==> config.mk <==
export PLATFORM = sky130hd
export DESIGN_NAME = uart_rx_ctrl
export DESIGN_NICKNAME = d
export VERILOG_FILES = /design/src/rtl/uart_pkg.sv /design/src/rtl/uart_rx_sampler.sv /design/src/rtl/uart_rx_ctrl.sv
export SDC_FILE = /design/constraint.sdc
export NUM_CORES = 1
export LEC_CHECK = 0
export ABC_AREA = 1
export CAP_MARGIN = 15
export CORE_ASPECT_RATIO = 0.5
export CORE_MARGIN = 2
export CORE_UTILIZATION = 55
export DETAILED_ROUTE_END_ITERATION = 16
export GPL_ROUTABILITY_DRIVEN = 0
export GPL_TIMING_DRIVEN = 0
export PLACE_DENSITY = 0.77
export SLEW_MARGIN = 25
export SYNTH_ARGS = -nofsm -noshare
export SYNTH_HDL_FRONTEND = slang
export SYNTH_HIERARCHICAL = 1
export SYNTH_SLANG_ARGS = --single-unit
==> constraint.sdc <==
create_clock -name clk_rx -period 4 [get_ports clk_rx]
set_input_delay 0.8 -clock clk_rx [delete_from_list [all_inputs] [get_ports clk_rx]]
set_output_delay 0.8 -clock clk_rx [all_outputs]
set_load 0.01 [all_outputs]
==> src/rtl/uart_pkg.sv <==
// Shared types and constants for the UART receive controller.
// Build option: UART_RX_MAJORITY_EN selects 3-sample majority voting in uart_rx_sampler.
package uart_pkg;

   typedef enum logic [2:0] {
      IDLE   = 3'd0,
      START  = 3'd1,
      DATA   = 3'd2,
      PARITY = 3'd3,
      STOP   = 3'd4
   } rx_state_e;

   localparam logic PAR_EVEN = 1'b0;
   localparam logic PAR_ODD  = 1'b1;

   function automatic logic maj3(input logic a, input logic b, input logic c);
      return (a & b) | (a & c) | (b & c);
   endfunction

endpackage

==> src/rtl/uart_rx_sampler.sv <==
// Per-bit edge counter and line sampler for uart_rx_ctrl.
// Build option: UART_RX_MAJORITY_EN votes over edges mid-1, mid and mid+1;
// otherwise the single sample at edge mid (prescale/2) is used. Bit timing is
// the same either way: bit_done fires on edge prescale-1.
module uart_rx_sampler
   import uart_pkg::*;
#(
   parameter int PSW = 6
) (
   input  logic           clk_rx,
   input  logic           rst,
   input  logic           clear,
   input  logic           enable,
   input  logic           rx_in,
   input  logic [PSW-1:0] prescale,
   output logic           bit_val,
   output logic           bit_done
);

   logic [PSW-1:0] edge_cnt;
   logic [PSW-1:0] mid_edge;
   logic [PSW-1:0] last_edge;

   assign mid_edge  = prescale >> 1;
   assign last_edge = prescale - PSW'(1);
   assign bit_done  = enable && (edge_cnt == last_edge);

   // Edge counter: held at zero while idle, wraps at the end of each bit.
   always_ff @(posedge clk_rx or negedge rst) begin
      if (!rst) begin
         edge_cnt <= '0;
      end else if (clear) begin
         edge_cnt <= '0;
      end else if (enable) begin
         edge_cnt <= bit_done ? '0 : edge_cnt + PSW'(1);
      end
   end

`ifdef UART_RX_MAJORITY_EN
   logic [2:0] smp;

   // Capture three samples around the bit centre for voting.
   always_ff @(posedge clk_rx or negedge rst) begin
      if (!rst) begin
         smp <= '0;
      end else if (enable) begin
         if (edge_cnt == mid_edge - PSW'(1)) smp[0] <= rx_in;
         if (edge_cnt == mid_edge)           smp[1] <= rx_in;
         if (edge_cnt == mid_edge + PSW'(1)) smp[2] <= rx_in;
      end
   end

   assign bit_val = maj3(smp[0], smp[1], smp[2]);
`else
   logic smp;

   // Capture the single centre sample of the bit.
   always_ff @(posedge clk_rx or negedge rst) begin
      if (!rst) begin
         smp <= 1'b0;
      end else if (enable && (edge_cnt == mid_edge)) begin
         smp <= rx_in;
      end
   end

   assign bit_val = smp;
`endif

endmodule

==> src/rtl/uart_rx_ctrl.sv <==
// UART receive controller: frame FSM, data shift register, parity/stop checks.
// Build option: UART_RX_MAJORITY_EN (see uart_rx_sampler) changes only how a
// bit value is decided, never frame timing.
//
//   state  | meaning
//   IDLE   | line idle, waiting for a low level; config inputs latched on exit
//   START  | timing the start bit; a high centre sample aborts as a glitch
//   DATA   | shifting DWIDTH data bits, LSB first
//   PARITY | checking the parity bit against the received data
//   STOP   | checking the stop bit; frame resolves after its last edge
module uart_rx_ctrl
   import uart_pkg::*;
#(
   parameter int DWIDTH = 8,
   parameter int PSW    = 6
) (
   input  logic              clk_rx,
   input  logic              rst,
   input  logic              rx_in,
   input  logic [PSW-1:0]    prescale,
   input  logic              par_en,
   input  logic              par_typ,
   output logic [DWIDTH-1:0] p_data_rx,
   output logic              data_valid_rx,
   output logic              par_err,
   output logic              stp_err,
   output logic              busy
);

   localparam int BCW = (DWIDTH > 1) ? $clog2(DWIDTH) : 1;

   rx_state_e         state_q, state_d;
   logic [PSW-1:0]    psc_q, psc_d;
   logic              pen_q, pen_d;
   logic              ptyp_q, ptyp_d;
   logic [DWIDTH-1:0] shift_q, shift_d;
   logic [DWIDTH-1:0] pdata_d;
   logic [BCW-1:0]    bit_idx_q, bit_idx_d;
   logic              perr_q, perr_d;
   logic              dv_d, pe_d, se_d;
   logic              samp_clear, samp_en;
   logic              bit_val, bit_done;

   assign samp_clear = (state_q == IDLE);
   assign samp_en    = (state_q != IDLE);
   assign busy       = (state_q != IDLE);

   uart_rx_sampler #(.PSW(PSW)) u_sampler (
      .clk_rx   (clk_rx),
      .rst      (rst),
      .clear    (samp_clear),
      .enable   (samp_en),
      .rx_in    (rx_in),
      .prescale (psc_q),
      .bit_val  (bit_val),
      .bit_done (bit_done)
   );

   // Next-state, datapath and one-cycle result pulses.
   always_comb begin
      state_d   = state_q;
      psc_d     = psc_q;
      pen_d     = pen_q;
      ptyp_d    = ptyp_q;
      shift_d   = shift_q;
      pdata_d   = p_data_rx;
      bit_idx_d = bit_idx_q;
      perr_d    = perr_q;
      dv_d      = 1'b0;
      pe_d      = 1'b0;
      se_d      = 1'b0;
      case (state_q)
         IDLE: begin
            if (!rx_in) begin
               state_d   = START;
               psc_d     = prescale;
               pen_d     = par_en;
               ptyp_d    = par_typ;
               perr_d    = 1'b0;
               bit_idx_d = '0;
            end
         end
         START: begin
            if (bit_done) state_d = bit_val ? IDLE : DATA;
         end
         DATA: begin
            if (bit_done) begin
               shift_d             = shift_q >> 1;
               shift_d[DWIDTH-1]   = bit_val;
               if (bit_idx_q == BCW'(DWIDTH - 1)) begin
                  state_d = pen_q ? PARITY : STOP;
               end else begin
                  bit_idx_d = bit_idx_q + BCW'(1);
               end
            end
         end
         PARITY: begin
            if (bit_done) begin
               perr_d  = bit_val != ((^shift_q) ^ (ptyp_q == PAR_ODD));
               state_d = STOP;
            end
         end
         STOP: begin
            if (bit_done) begin
               if (!bit_val) begin
                  se_d = 1'b1;
               end else if (perr_q) begin
                  pe_d = 1'b1;
               end else begin
                  dv_d    = 1'b1;
                  pdata_d = shift_q;
               end
               // A low line right now is the next start bit.
               if (!rx_in) begin
                  state_d   = START;
                  psc_d     = prescale;
                  pen_d     = par_en;
                  ptyp_d    = par_typ;
                  perr_d    = 1'b0;
                  bit_idx_d = '0;
               end else begin
                  state_d = IDLE;
               end
            end
         end
         default: state_d = IDLE;
      endcase
   end

   // State register.
   always_ff @(posedge clk_rx or negedge rst) begin
      if (!rst) state_q <= IDLE;
      else      state_q <= state_d;
   end

   // Frame datapath and output registers.
   always_ff @(posedge clk_rx or negedge rst) begin
      if (!rst) begin
         psc_q         <= '0;
         pen_q         <= 1'b0;
         ptyp_q        <= 1'b0;
         shift_q       <= '0;
         bit_idx_q     <= '0;
         perr_q        <= 1'b0;
         p_data_rx     <= '0;
         data_valid_rx <= 1'b0;
         par_err       <= 1'b0;
         stp_err       <= 1'b0;
      end else begin
         psc_q         <= psc_d;
         pen_q         <= pen_d;
         ptyp_q        <= ptyp_d;
         shift_q       <= shift_d;
         bit_idx_q     <= bit_idx_d;
         perr_q        <= perr_d;
         p_data_rx     <= pdata_d;
         data_valid_rx <= dv_d;
         par_err       <= pe_d;
         stp_err       <= se_d;
      end
   end

endmodule

==> results of run 1 <==
## stage by stage
| stage | area (µm²) | std cells | setup WS [ps] | util, % | hold slack [ps] |
|---|---|---|---|---|---|
| finish | 2730 | 388 | 1590 | 68.8 | 376 |
| detailed placement | 2620 | 380 | 1620 | 66.0 | 488 |
| global route | 2730 | 388 | 1390 | 68.8 | 386 |
| global placement | 2600 | 379 | 1130 | 65.7 | 474 |
| CTS | 2730 | 388 | 1600 | 68.8 | 383 |
| floorplan | 2310 | 303 | 1940 | - | 457 |
## synth_stat cells
cell type	instances	share of area [%]
sky130_fd_sc_hd__nand2_2	2	0.54
sky130_fd_sc_hd__nand3_1	17	3.7
sky130_fd_sc_hd__or2_0	1	0.27
sky130_fd_sc_hd__nand2_4	2	0.97
sky130_fd_sc_hd__ha_1	4	2.2
sky130_fd_sc_hd__nor2_2	2	0.54
sky130_fd_sc_hd__nor2_1	35	5.7
sky130_fd_sc_hd__a21oi_4	1	0.70
sky130_fd_sc_hd__o21ai_0	18	3.9
sky130_fd_sc_hd__a21oi_2	1	0.38
sky130_fd_sc_hd__o22ai_1	1	0.27
sky130_fd_sc_hd__clkbuf_2	1	0.22
sky130_fd_sc_hd__xnor2_1	2	0.76
sky130_fd_sc_hd__dfrtp_1	41	44
sky130_fd_sc_hd__clkinv_1	1	0.16
sky130_fd_sc_hd__mux2_2	7	3.4
sky130_fd_sc_hd__nor3_2	1	0.43
sky130_fd_sc_hd__nor3_4	1	0.70
sky130_fd_sc_hd__o31ai_1	1	0.32
sky130_fd_sc_hd__buf_6	1	0.49
sky130_fd_sc_hd__nand2_1	88	14
sky130_fd_sc_hd__o21ai_2	1	0.38
sky130_fd_sc_hd__inv_1	32	5.2
sky130_fd_sc_hd__a21oi_1	18	3.9
sky130_fd_sc_hd__xor2_1	3	1.1
sky130_fd_sc_hd__nor2_4	2	0.97
sky130_fd_sc_hd__nand3_4	1	0.76
sky130_fd_sc_hd__buf_2	2	0.43
sky130_fd_sc_hd__o21ai_1	2	0.43
sky130_fd_sc_hd__nor3_1	4	0.86
sky130_fd_sc_hd__nand3b_1	1	0.32
sky130_fd_sc_hd__inv_2	9	1.5
## final timing paths
kind / endpoint / slack, ps / depth (start not counted)
hold / removal: p_data_rx[3] / 380 / 1
hold reg to reg: u_sampler/bit_val / 500 / 2
setup / recovery: shift_q[5] / 1590 / 13
max in group asynchronous: psc_q[3] / 3180 / 2
min in group clk_rx: u_sampler/bit_val / 500 / 2
setup reg to reg: shift_q[5] / 1590 / 13
## report_power, final
group,switching (W),internal [W],leakage [nW]
Combinational,0.000502,0.000322,0.798
Clock,0.000142,0.000187,0.0554
Sequential,0.000122,0.000519,0.538
Total,0.000766,0.00103,1.39
## metal layers
metal | part of all wire (%) | vias to the layer above
li1 | - | 1016
met4 | 0.66 | 0
met3 | 3.8 | 4
met2 | 49 | 35
met1 | 47 | 912
met5 | 0 | -
## worst max-delay path: cells and delay by family, from the launching register on
family | cells | cell delay, ps
AND/OR/NAND/NOR | 6 | 850
buffers and inverters | 5 | 610
flip-flops | 1 | 430
adder cells (fa/ha/maj) | 1 | 290
AO/OA/AOI/OAI | 1 | 110
## area by class of cell
cell class | count | area [µm²] | share of cell area [%]
plain buffers | 4 | 26.3 | 0.963
clock buffers | 6 | 72.6 | 2.66
clock inverters | 2 | 38.8 | 1.42
inverters | 42 | 158 | 5.78
multi-input cells | 216 | 1100 | 40.5
flip-flops and latches | 41 | 1030 | 37.6
well taps | 54 | 67.6 | 2.48
repair buffers | 23 | 235 | 8.62
## state kept, by name, summed over array words and instances (netlist names), 3 cells and up
register            flops
p_data_rx               8
shift_q                 8
psc_q                   6
u_sampler/edge_cnt      6
bit_idx_q               3
state_q                 3
## kinds of logic (layout without fill, tap and decap cells)
| group | Yosys count | in the layout | share of synthesized area (%) |
|---|---|---|---|
| and+or+nand+nor | 157 | 157 | 30.0 |
| buffers and inverters | 46 | 77 | 7.95 |
| AOI/OAI and AO/OA | 43 | 43 | 10.3 |
| DFF | 41 | 41 | 44.3 |
| muxes | 7 | 7 | 3.41 |
| xor gates and xnor gates | 5 | 5 | 1.89 |
| adders and majority gates | 4 | 4 | 2.16 |
==> metrics.txt, run 1 <==
# TYPE chip_impl_metric gauge
chip_impl_metric{name="clk_pin_slew",unit="ps"} 80
chip_impl_info{name="cp_slowest_cell",value="sky130_fd_sc_hd__dfrtp_1"} 1
chip_impl_metric{name="drive_gt1_share",unit="%"} 12.9
chip_impl_metric{name="synth_warn",unit=""} 6
chip_impl_metric{name="final.setup.tns",unit="ps"} 0
chip_impl_metric{name="groute.usage.overall",unit="%"} 21.5
chip_impl_metric{name="dp_hpwl",unit="mm"} 3.41
chip_impl_metric{name="chipWidth",unit="µm"} 95.7
chip_impl_metric{name="synth-seq-area-share",unit="%"} 44.3
chip_impl_metric{name="finalSetupViolations",unit=""} 0
chip_impl_metric{name="critical_path_peak_fanout",unit=""} 10
chip_impl_metric{name="power_leakage",unit="nW"} 1.39
chip_impl_metric{name="peakVddDrop",unit="µV"} 222
chip_impl_metric{name="maximum_number_of_pins_on_one_net_before_global_route_repair",unit=""} 31
chip_impl_metric{name="gr-usage-met3",unit="%"} 6.27
chip_impl_info{name="worst_r2r_startpoint",value="psc_q[1]"} 1
chip_impl_metric{name="route.final.wire_length",unit="mm"} 4.55
chip_impl_metric{name="dieArea",unit="µm²"} 4780
chip_impl_metric{name="clock_latency",unit="ps"} 290
chip_impl_metric{name="worst_relative_slew_slack",unit="%"} 72.4
chip_impl_metric{name="num_antenna_cells",unit=""} 0
chip_impl_metric{name="power_density",unit="nW/µm²"} 657
chip_impl_metric{name="first_pass_grt_wire_length",unit="mm"} 8.00
chip_impl_metric{name="cts_num_sinks",unit=""} 41
chip_impl_metric{name="fmax",unit="MHz"} 416
chip_impl_metric{name="synth.distinct_cells",unit=""} 32
chip_impl_metric{name="tightest_slew",unit="ps"} 412
chip_impl_metric{name="grtUsageMet2",unit="%"} 34.5
chip_impl_metric{name="synth_fp_nets",unit=""} 318
chip_impl_metric{name="via_density",unit=""} 5.07
chip_impl_metric{name="fill_cells",unit=""} 333
chip_impl_metric{name="timing.final.hold_violations",unit=""} 0
chip_impl_info{name="critical-path-top-cell-by-count",value="sky130_fd_sc_hd__inv_1"} 1
chip_impl_metric{name="cts.repair.resized",unit=""} 0
chip_impl_metric{name="met1_global_route_usage",unit="%"} 28.3
chip_impl_metric{name="drtPass1Iterations",unit=""} 5
chip_impl_metric{name="initial_utilization",unit="%"} 58.4
chip_impl_metric{name="overflow",unit=""} 0
chip_impl_metric{name="cts.hold.buffers_added",unit=""} 0
chip_impl_info{name="cp_cell_sequence",value="inv_1 -> ha_1 -> nand2_1 -> clkinv_1 -> nor2_1 -> nand3_1 -> nor2_4 -> nand3_4 -> inv_2 -> inv_1 -> nor2_2 -> buf_2 -> o21ai_0"} 1
chip_impl_metric{name="slowest_delay",unit="ps"} 430
chip_impl_info{name="timing.hold.worst.class",value="in -> async"} 1
chip_impl_metric{name="postCtsSetupRepairBufs",unit=""} 0
chip_impl_metric{name="post-route-period-util",unit="%"} 60.2
chip_impl_metric{name="final_slew_viol_count",unit=""} 0
chip_impl_info{name="tritoncts_clock_tree",value="done"} 1
chip_impl_info{name="setup.worst_path.start_class",value="register"} 1
chip_impl_metric{name="synthesis.instances",unit=""} 303
chip_impl_metric{name="finClkSkew",unit="ps"} 12.1
chip_impl_metric{name="antenna_violating_nets_post_route",unit=""} 0
chip_impl_metric{name="data_required_critical_path",unit="ps"} 4170
chip_impl_metric{name="drt-wirelength-per-cell",unit="µm"} 11.7
chip_impl_metric{name="antenna_violations_before_repair",unit=""} 0
chip_impl_info{name="critical_path_capture_point_type",value="register"} 1
chip_impl_metric{name="drv_cap",unit=""} 0
chip_impl_info{name="layout.cells.most_common_list",value="sky130_fd_sc_hd__nand2_1 (88), sky130_fd_sc_hd__dfrtp_1 (41), sky130_fd_sc_hd__nor2_1 (35)"} 1
chip_impl_info{name="grt_busiest_layer",value="met2"} 1
chip_impl_metric{name="syn-cell-area",unit="µm²"} 2310
chip_impl_info{name="critPathLaunch",value="psc_q[1]"} 1
chip_impl_metric{name="clock_tree.buffer_depth",unit=""} 2
chip_impl_metric{name="std_cell_rows",unit=""} 16
chip_impl_metric{name="boundaryPins",unit=""} 23
chip_impl_info{name="layout_commonest_cell",value="sky130_fd_sc_hd__nand2_1"} 1
chip_impl_metric{name="ys_ff_latch",unit=""} 41
chip_impl_metric{name="report.power.total",unit="W"} 0.00179
chip_impl_info{name="run_status",value="completed"} 1
chip_impl_metric{name="buffer_ports.inserted",unit=""} 22
chip_impl_metric{name="vias_in_the_first_global_route",unit=""} 1895
chip_impl_metric{name="violation_count_after_the_first_detailed_route_iteration",unit=""} 85
chip_impl_metric{name="die_h",unit="µm"} 49.9
chip_impl_metric{name="syn_area_per_cell",unit="µm²"} 7.64
chip_impl_metric{name="core",unit="µm²"} 3960
chip_impl_info{name="cts_root_buffer",value="sky130_fd_sc_hd__clkbuf_8"} 1
chip_impl_metric{name="cts_buffers",unit=""} 5
chip_impl_metric{name="detail_route.drc_violations",unit=""} 0
chip_impl_info{name="rsz0062_at_grt",value="false"} 1
chip_impl_metric{name="final_critical_path_required_period",unit="ps"} 2410
chip_impl_metric{name="flow.area_growth_from_synthesis",unit="%"} 17.9
chip_impl_metric{name="vias",unit=""} 1967
chip_impl_info{name="path_class",value="reg -> reg"} 1
chip_impl_metric{name="crit_arrival",unit="ps"} 2580
chip_impl_metric{name="design.final.nets",unit=""} 348
chip_impl_metric{name="ctsHtreeMaxLevel",unit=""} 2
Power figures use the tool's default switching activity.
==> run 2: changes to the inputs <==
- CORE_UTILIZATION: 55 -> 51
- PLACE_DENSITY: 0.77 -> 0.75
- clock period: 4 -> 2 ns (I/O delays scaled with it)
==> metrics.txt, run 2 (synthesis results as in run 1) <==
# TYPE chip_impl_metric gauge
chip_impl_info{name="run_status",value="completed"} 1
chip_impl_info{name="cp_cell_sequence",value="nor2_4 -> nand2_4 -> inv_1 -> a21oi_2 -> nand3_2 -> nor2_4 -> nand3_4 -> clkinv_4 -> inv_4 -> nand2_4 -> nand2_4 -> mux2_2"} 1
chip_impl_metric{name="finClkSkew",unit="ps"} 10.5
chip_impl_info{name="timing.rr.end",value="psc_q[4]"} 1
chip_impl_metric{name="via_density",unit=""} 5.11
chip_impl_metric{name="drive_gt1_share",unit="%"} 22.3
chip_impl_metric{name="chipWidth",unit="µm"} 99.3
chip_impl_metric{name="reg2reg_depth",unit=""} 12
chip_impl_metric{name="antenna_violations_before_repair",unit=""} 0
chip_impl_metric{name="power_leakage",unit="nW"} 1.51
chip_impl_metric{name="violation_count_after_the_first_detailed_route_iteration",unit=""} 56
chip_impl_info{name="layout.cells.most_common_list",value="sky130_fd_sc_hd__nand2_1 (84), sky130_fd_sc_hd__dfrtp_1 (40), sky130_fd_sc_hd__inv_1 (30)"} 1
chip_impl_metric{name="detail_route.drc_violations",unit=""} 0
chip_impl_metric{name="data_required_critical_path",unit="ps"} 2180
chip_impl_metric{name="holdPathStages",unit=""} 2
chip_impl_info{name="gate_family_responsible_for_the_most_delay_along_the_worst_path",value="simple AND/OR/NAND/NOR gates"} 1
chip_impl_metric{name="maximum_number_of_pins_on_one_net_before_global_route_repair",unit=""} 32
chip_impl_metric{name="groute.usage.overall",unit="%"} 21.1
chip_impl_metric{name="fill_cells",unit=""} 354
chip_impl_info{name="worst_r2r_startpoint",value="state_q[2]"} 1
chip_impl_metric{name="dieArea",unit="µm²"} 5130
chip_impl_info{name="cp_slowest_cell",value="sky130_fd_sc_hd__dfrtp_1"} 1
chip_impl_metric{name="fmax",unit="MHz"} 513
chip_impl_metric{name="dp_hpwl",unit="mm"} 3.29
chip_impl_metric{name="clock_latency",unit="ps"} 300
chip_impl_metric{name="num_antenna_cells",unit=""} 0
chip_impl_metric{name="worstSetupPathDepth",unit=""} 12
chip_impl_metric{name="critPathBufInv",unit=""} 3
chip_impl_info{name="critical-path-top-cell-by-count",value="sky130_fd_sc_hd__nand2_4"} 1
chip_impl_metric{name="drv_cap",unit=""} 0
chip_impl_info{name="tritoncts_clock_tree",value="done"} 1
chip_impl_metric{name="place_inst",unit=""} 383
chip_impl_metric{name="core",unit="µm²"} 4380
chip_impl_metric{name="drt-wirelength-per-cell",unit="µm"} 12.4
chip_impl_info{name="holdPathEnd",value="bit_idx_q[1]"} 1
chip_impl_metric{name="flow.area_growth_from_synthesis",unit="%"} 30.2
chip_impl_metric{name="boundaryPins",unit=""} 23
chip_impl_metric{name="std_cell_rows",unit=""} 17
chip_impl_metric{name="stdcell_count",unit=""} 406
chip_impl_metric{name="timing.final.hold_violations",unit=""} 0
chip_impl_metric{name="peakVddDrop",unit="µV"} 855
chip_impl_metric{name="overflow",unit=""} 0
chip_impl_metric{name="buffer_ports.inserted",unit=""} 22
chip_impl_info{name="path_class",value="reg -> reg"} 1
chip_impl_metric{name="post-route-period-util",unit="%"} 97.5
chip_impl_metric{name="clk_pin_slew",unit="ps"} 80
chip_impl_metric{name="final_critical_path_required_period",unit="ps"} 1950
chip_impl_metric{name="drtPass1Iterations",unit=""} 4
chip_impl_metric{name="final_slew_viol_count",unit=""} 0
chip_impl_metric{name="tightest_slew",unit="ps"} 437
chip_impl_info{name="cts_root_buffer",value="sky130_fd_sc_hd__clkbuf_8"} 1
chip_impl_metric{name="vias",unit=""} 2076
chip_impl_info{name="critical_path_capture_point_type",value="register"} 1
chip_impl_metric{name="multi_input_comb_area",unit="µm²"} 1220
chip_impl_metric{name="clock_tree.buffer_depth",unit=""} 2
chip_impl_info{name="largestRegisters",value="p_data_rx (8), shift_q (8)"} 1
chip_impl_metric{name="cts_num_sinks",unit=""} 41
chip_impl_metric{name="critical_path_peak_fanout",unit=""} 6
chip_impl_info{name="layout_commonest_cell",value="sky130_fd_sc_hd__nand2_1"} 1
chip_impl_metric{name="worst_relative_slew_slack",unit="%"} 70.8
chip_impl_metric{name="first_pass_grt_wire_length",unit="mm"} 8.47
chip_impl_metric{name="die_h",unit="µm"} 51.6
chip_impl_metric{name="crit_arrival",unit="ps"} 2130
chip_impl_metric{name="area.sequential",unit="µm²"} 1030
chip_impl_metric{name="vias_in_the_first_global_route",unit=""} 2034
chip_impl_metric{name="report.power.total",unit="W"} 0.00404
chip_impl_metric{name="antenna_violating_nets_post_route",unit=""} 0
chip_impl_metric{name="cts_buffers",unit=""} 5
chip_impl_metric{name="power_density",unit="nW/µm²"} 1340
chip_impl_metric{name="finalSetupViolations",unit=""} 0
chip_impl_metric{name="initial_utilization",unit="%"} 52.8
chip_impl_metric{name="slowest_delay",unit="ps"} 440
chip_impl_info{name="setup.worst_path.start_class",value="register"} 1
chip_impl_info{name="rsz0062_at_grt",value="true"} 1
chip_impl_info{name="hold_path_startpoint",value="bit_idx_q[1]"} 1
chip_impl_metric{name="regToRegSetupSlack",unit="ps"} 50
chip_impl_metric{name="ctsHtreeMaxLevel",unit=""} 2
chip_impl_metric{name="route.final.wire_length",unit="mm"} 5.04
chip_impl_info{name="timing.hold.worst.class",value="reg -> reg"} 1
chip_impl_metric{name="design.final.nets",unit=""} 363
[run 2: cell count changes in the layout (fill, tap and decap cells not counted), moves of 3 or more]
| cell | previous run | this run |
|---|---|---|
| sky130_fd_sc_hd__a21oi_1 | 18 | 15 |
| sky130_fd_sc_hd__nand2_1 | 88 | 84 |
| sky130_fd_sc_hd__nor2_1 | 35 | 29 |
| sky130_fd_sc_hd__a21oi_2 | 1 | 4 |
| sky130_fd_sc_hd__buf_4 | 0 | 9 |
| sky130_fd_sc_hd__nand2_4 | 2 | 7 |
| sky130_fd_sc_hd__nor2_2 | 2 | 5 |
| sky130_fd_sc_hd__nor2_4 | 2 | 5 |
| sky130_fd_sc_hd__buf_6 | 1 | 6 |
[run 2: metrics by stage]
stage / util, % / setup TNS, ps / hold WS (ps) / setup slack [ps] / instance area, µm²
after floorplan: - / 0 / 104 / 5.19 / 2320
after global placement: 59.7 / -25750 / 471 / -490 / 2620
after detailed placement: 60.1 / -7290 / 296 / -357 / 2630
after CTS: 67.0 / -289 / 508 / -36.5 / 2940
after global routing: 68.8 / -541 / 547 / -45.8 / 3010
final: 68.8 / 0 / 502 / 51.0 / 3010
[run 2: worst min-delay path, cell delays in order (launching register included)]
cell	delay, ps
sky130_fd_sc_hd__dfrtp_1	360
sky130_fd_sc_hd__nand2_1	50
sky130_fd_sc_hd__o21ai_0	60
[run 2: what timing repair did]
item / in CTS / in global routing
endpoints found under the setup margin: 32 / 31
endpoints found under the hold margin: 10 / 0
resized for setup: 20 / 20
pin swaps: 11 / 8
hold buffers: 1 / 0
gates cloned: 2 / 0
setup buffers: 11 / 1
[run 2: how the worst max path moves through the flow]
stage | from | to | slack [ps]
2_1_floorplan | psc_q[0] | p_data_rx[1] | 5
3_3_place_gp | rst | p_data_rx[3] | -490
3_5_place_dp | psc_q[0] | shift_q[1] | -360
4_1_cts | psc_q[0] | p_data_rx[6] | -40
5_1_grt | psc_q[0] | state_q[1] | -50
6_report | state_q[2] | psc_q[4] | 50
[run 2: where the power goes]
group	switching [W]	internal, W
Clock	0.000291	0.000496
Combinational	0.00117	0.000803
Sequential	0.000245	0.00104
Total	0.00170	0.00234
[run 2: layout make-up]
class / count / share of cell area, %
plain buffers: 4 / 0.955
clock buffers: 5 / 2.28
clock inverters: 3 / 2.16
inverters: 42 / 5.56
multi-input cells: 217 / 40.6
flip-flops and latches: 41 / 34.1
well taps: 57 / 2.37
repair buffers: 37 / 12.0
[run 2: per-layer routing]
layer  global-route usage (%)  part of all wire, %  vias to the layer above
li1                         -                    -                     1053
met1                     25.0                   46                      980
met2                     38.4                   49                       37
met3                     5.38                  3.4                        6
met4                     6.39                  1.2                        0
met5                        0                    0                        -
